### src/rtl/operand_fetch_stage.sv
// Operand fetch: reads both sources, tracks pending writes in a busy scoreboard, registers operands for execute.
// Latency: 1 cycle from accept to out_valid; register file writes pass through combinationally.
// Backpressure: in_ready drops on a RAW/WAW hazard or a full, stalled output register. OPERAND_FETCH_WB_BYPASS_EN enables writeback bypass.
module operand_fetch_stage #(
  parameter int DATA_WIDTH = 32,
  parameter int SEL_WIDTH  = 4
) (
  input  logic                    clk,
  input  logic                    rst_n,
  input  logic                    in_valid,
  output logic                    in_ready,
  input  logic [SEL_WIDTH-1:0]    in_ra_sel,
  input  logic [SEL_WIDTH-1:0]    in_rb_sel,
  input  logic [SEL_WIDTH-1:0]    in_rd_sel,
  input  logic                    in_uses_ra,
  input  logic                    in_uses_rb,
  input  logic                    in_writes_rd,
  output logic [2*SEL_WIDTH-1:0]  rf_read_sel,
  input  logic [2*DATA_WIDTH-1:0] rf_read_data,
  output logic [SEL_WIDTH-1:0]    rf_write_sel,
  output logic [DATA_WIDTH-1:0]   rf_write_data,
  output logic                    rf_write_en,
  input  logic                    wb_valid,
  input  logic [SEL_WIDTH-1:0]    wb_sel,
  input  logic [DATA_WIDTH-1:0]   wb_data,
  output logic                    out_valid,
  input  logic                    out_ready,
  output logic [DATA_WIDTH-1:0]   out_ra_data,
  output logic [DATA_WIDTH-1:0]   out_rb_data,
  output logic [SEL_WIDTH-1:0]    out_rd_sel,
  output logic                    out_writes_rd
);

  localparam int NREGS = 1 << SEL_WIDTH;

  logic [NREGS-1:0]      busy;
  logic [NREGS-1:0]      busy_nxt;
  logic                  ra_hit;
  logic                  rb_hit;
  logic                  rd_hit;
  logic                  hazard;
  logic                  accept;
  logic [DATA_WIDTH-1:0] ra_data;
  logic [DATA_WIDTH-1:0] rb_data;

  // Port 0 carries source A, port 1 source B.
  assign rf_read_sel   = {in_rb_sel, in_ra_sel};

  // Writeback goes straight to the register file, unregistered.
  assign rf_write_en   = wb_valid;
  assign rf_write_sel  = wb_sel;
  assign rf_write_data = wb_data;

`ifdef OPERAND_FETCH_WB_BYPASS_EN
  logic ra_wb;
  logic rb_wb;
  logic rd_wb;

  // A same-cycle writeback resolves the pending write, so it cancels the hazard and supplies the operand.
  assign ra_wb   = wb_valid && (wb_sel == in_ra_sel);
  assign rb_wb   = wb_valid && (wb_sel == in_rb_sel);
  assign rd_wb   = wb_valid && (wb_sel == in_rd_sel);
  assign ra_hit  = in_uses_ra   && busy[in_ra_sel] && !ra_wb;
  assign rb_hit  = in_uses_rb   && busy[in_rb_sel] && !rb_wb;
  assign rd_hit  = in_writes_rd && busy[in_rd_sel] && !rd_wb;
  assign ra_data = ra_wb ? wb_data : rf_read_data[DATA_WIDTH-1:0];
  assign rb_data = rb_wb ? wb_data : rf_read_data[2*DATA_WIDTH-1:DATA_WIDTH];
`else
  // Without bypass the hazard holds until the busy bit has actually cleared.
  assign ra_hit  = in_uses_ra   && busy[in_ra_sel];
  assign rb_hit  = in_uses_rb   && busy[in_rb_sel];
  assign rd_hit  = in_writes_rd && busy[in_rd_sel];
  assign ra_data = rf_read_data[DATA_WIDTH-1:0];
  assign rb_data = rf_read_data[2*DATA_WIDTH-1:DATA_WIDTH];
`endif

  assign hazard   = ra_hit || rb_hit || rd_hit;
  assign in_ready = (!out_valid || out_ready) && !hazard;
  assign accept   = in_valid && in_ready;

  // Scoreboard next state: writeback clears first so a same-cycle set on the same register wins.
  always_comb begin
    busy_nxt = busy;
    if (wb_valid) begin
      busy_nxt[wb_sel] = 1'b0;
    end
    if (accept && in_writes_rd) begin
      busy_nxt[in_rd_sel] = 1'b1;
    end
  end

  // Scoreboard register; reset drops every pending write.
  always_ff @(posedge clk) begin
    if (!rst_n) begin
      busy <= '0;
    end else begin
      busy <= busy_nxt;
    end
  end

  // Output register: loads on accept, empties on drain, otherwise holds stable.
  always_ff @(posedge clk) begin
    if (!rst_n) begin
      out_valid     <= 1'b0;
      out_ra_data   <= '0;
      out_rb_data   <= '0;
      out_rd_sel    <= '0;
      out_writes_rd <= 1'b0;
    end else if (accept) begin
      out_valid     <= 1'b1;
      out_ra_data   <= ra_data;
      out_rb_data   <= rb_data;
      out_rd_sel    <= in_rd_sel;
      out_writes_rd <= in_writes_rd;
    end else if (out_ready) begin
      out_valid     <= 1'b0;
    end
  end

endmodule

### config.mk
export PLATFORM = sky130hd
export DESIGN_NAME = operand_fetch_stage
export DESIGN_NICKNAME = d
export VERILOG_FILES = /design/src/rtl/operand_fetch_stage.sv
export SDC_FILE = /design/constraint.sdc
export NUM_CORES = 1
export LEC_CHECK = 0
export BUFFER_PORTS_ARGS = -buffer_cell sky130_fd_sc_hd__buf_2
export CORE_ASPECT_RATIO = 0.7
export CORE_UTILIZATION = 48
export DETAILED_ROUTE_END_ITERATION = 10
export GPL_TIMING_DRIVEN = 0
export PLACE_DENSITY_LB_ADDON = 0.05
export SLEW_MARGIN = 5
export SYNTH_ARGS = -nofsm -noshare
export SYNTH_HDL_FRONTEND = slang
export SYNTH_SLANG_ARGS = --single-unit
### constraint.sdc
create_clock -name clk -period 7.9 [get_ports clk]
set_clock_uncertainty 0.15 [all_clocks]
set_input_delay 1.58 -clock clk [delete_from_list [all_inputs] [get_ports clk]]
set_output_delay 1.58 -clock clk [all_outputs]
set_load 0.01 [all_outputs]
==> summary.txt <==
Run status
  – Status: completed

Setup path
  – Crit-path cells: clkbuf_1 > mux4_2 > o2111ai_1 > o21ai_0 > or4_1 > buf_6 > buf_8 > inv_1 > buf_2
  – FF-to-FF End: out_rb_data[25]$_SDFFE_PN0P_
  – WP data arrival: between 3000 and 4000 ps
  – CP Capture Type: output pin
  – Required @ worst endpoint: slightly above 6000 ps
  – Crit-path slowest cell: mux4_2
  – R2R setup slack: approximately 5100 ps
  – CP startpoint kind: input port
  – Worst path bufs/invs: 5
  – Crit Path Class: input port to output pin
  – Critical path fanouts, max: 10
  – CP peak stage delay: between 500 and 600 ps
  – Kind of cell adding the most delay to the critical path: buffers and inverters
  – Beginning of the worst register-to-register path: busy[5]$_SDFF_PN0_
  – R2R depth: 8

Yosys
  – Syn_nets: 592
  – Most numerous cell in the Yosys netlist: nand2_1
  – Post-synthesis sequential area ratio: between 40% and 50%
  – Cell area after synthesis: roughly 4300 um^2
  – Top cells by area, synth: dfxtp_1, mux2i_1, nand2_1, buf_4, o31ai_1
  – Synth area leader: dfxtp_1
  – Mean Syn Cell Area: 9.04 um^2
  – Ys Warns: 0
  – Synth async-reset ratio: 0%
  – EDFF count, synth: 0
  – Synth Register Bits: between 80 and 90
  – Unique masters post-synth: 37
  – Commonest cells post-synth: nand2_1, dfxtp_1, mux2i_1, buf_4, clkbuf_1
  – Ys flop type: dfxtp_1
  – Gate Count Post-Synth: ~470
  – Synth top area share: 40.4%

Power and ir drop
  – VDD IR max: roughly 0.18 mV
  – Post-route total power: between 1 and 1.5 mW
  – Pwr Density: 201 nW/um^2
  – Static Leak: roughly 2.8 nW

Hold path
  – Hold path endpoint: out_rb_data[10]$_SDFFE_PN0P_
  – Hold/Removal Path Class: register to register
  – Hold depth: 2
  – Hold Path Origin: out_rb_data[10]$_SDFFE_PN0P_

Place
  – Placed Instances: between 700 and 800
  – Port bufs: about 200
  – Dpl hpwl: roughly 9.0 mm
  – GPL Wtd Cong: 0.902

Route
  – DRC: 0
  – Post-route ant nets: 0
  – Wire per inst: between 10 and 15 um
  – DRT iter0 DRCs: between 150 and 200
  – Via count: around 4,000
  – Final wirelength: between 10 and 15 mm
  – Vias/cell: ~5.0
  – Drt first pass iters: 5

Global route
  – Global route overflow: 0
  – Vias in the first global route: roughly 3,700
  – Largest net degree at the start of global routing: 15
  – Global-route wire length before repair: approximately 18 mm
  – Initial antenna violation count: 0
  – Gr usage total: between 20% and 30%

STA
  – Slew @ Worst Pin: 504 ps
  – Final hold vios: 0
  – Final period util: 70.3%
  – F_max: 0.180 GHz
  – Slew headroom: about two thirds
  – Setup TNS: 0 ps
  – Final min period: 5550 ps
  – Final setup fails: 0
  – RSZ-0062 raised after global routing: no
  – Hold Slack: 304 ps
  – Final Max Tran Viols: 0

Clock tree
  – CTS Sinks: between 80 and 90
  – Skew-Pair Late Insertion Delay: roughly 330 ps
  – CTS tree: built
  – Max clock buf depth: 2
  – H-tree depth: 3
  – Root Buffer: clkbuf_16
  – Post-CTS Repair Setup Buffers: 0
  – Post-CTS resize count: 0
  – Worst-path clk slew: 60 ps
  – TritonCTS Buffers: 9
  – Hold buffer count at CTS: 0

Cells and area
  – Share of layout cells above drive strength 1: between 40% and 50%
  – Final core occ: between 60% and 70%
  – Final #Nets: approximately 800
  – Number of inserted diodes: 0
  – Area grow syn2layout: 34.7%
  – Fin cells: between 800 and 900

Floorplanning
  – Die area: just over 9000 um^2
  – Die Span X: roughly 110 um
  – Die Y-Extent: approximately 81 um
  – Initial core utilization: roughly 50%
  – # rows: 28
  – I/O Pins: about 240
  – Core area: 8550 um^2

Flow run
  – Max_cap viols: 0
==> power by group <==
group / switching [mW] / internal (mW)
sequential: 0.0147 / 0.463
combinational: 0.112 / 0.102
clock: 0.170 / 0.294
total: 0.298 / 0.859
==> cells by family (layout without fill, tap and decap cells) <==
family	count (synthesis)	after routing	share of synthesized area [%]
buf+inv	80	295	12.1
simple gates	177	177	17.7
flops	86	86	40.4
mux	87	87	22.1
compound gates	42	42	7.68
==> worst reg2reg max path: cells and delay by family (launching register included) <==
| family | cells | cell delay [ps] |
|---|---|---|
| flip-flops | 1 | 350 |
| AND/OR/NAND/NOR | 2 | 420 |
| multiplexers | 3 | 1040 |
| buffers and inverters | 2 | 690 |
| AO/OA/AOI/OAI | 1 | 120 |
==> area by class of cell <==
class                   instances  area (um^2)
clock buffers                  11          253
well taps                     120          150
plain buffers                  78          510
flip-flops and latches         86         1720
inverters                       2         7.51
multi-input cells             306         2030
repair buffers                199          996
fillers                       773         2800
clock inverters                 5         81.3
==> flip-flops by register name, summed over array words and instances (netlist names) <==
register and count:
out_valid 1, out_ra_data 32, out_rd_sel 4, busy 16, out_writes_rd 1, out_rb_data 32
==> stage by stage <==
stage	cell area (um^2)	setup slack [ps]
4_1_cts	5750	2330
5_1_grt	5750	2180
6_report	5750	2350
3_3_place_gp	5410	2360
3_5_place_dp	5410	2330
2_1_floorplan	4270	2610
==> worst max path at each step <==
| stage | endpoint | depth (start not counted) | slack (ps) | startpoint |
|---|---|---|---|---|
| finish | in_ready | 9 | 2350 | in_rb_sel[0] |
| global route | in_ready | 9 | 2180 | in_rb_sel[0] |
| CTS | in_ready | 9 | 2330 | in_rb_sel[0] |
| detailed placement | in_ready | 9 | 2330 | in_rb_sel[0] |
| floorplan | in_ready | 8 | 2610 | in_rb_sel[0] |
| global placement | in_ready | 9 | 2360 | in_rb_sel[0] |
==> placed cells by master (no fill, tap or decap), drive strengths merged, types with 2 or more instances in the layout <==
cell type	netlist	layout
a2111oi	2	2
nand2	141	141
bufinv	0	2
mux4	5	5
o211ai	13	13
inv	2	2
o311ai	4	4
nor2b	5	5
or2	2	2
mux2	2	2
nand3	10	10
clkbuf	19	30
dfxtp	86	86
clkinv	0	2
buf	58	257
or3b	2	2
nand2b	4	4
nor2	2	2
mux2i	80	80
nand4b	2	2
nand3b	4	4
o31ai	16	16
==> per-layer routing <==
| metal | track usage (%) | share of wire [%] |
|---|---|---|
| met1 | 31.3 | 43 |
| met5 | 0 | 0 |
| met3 | 7.61 | 8.5 |
| met2 | 40.5 | 47 |
| met4 | 7.66 | 1.6 |
Power figures use the tool's default switching activity.
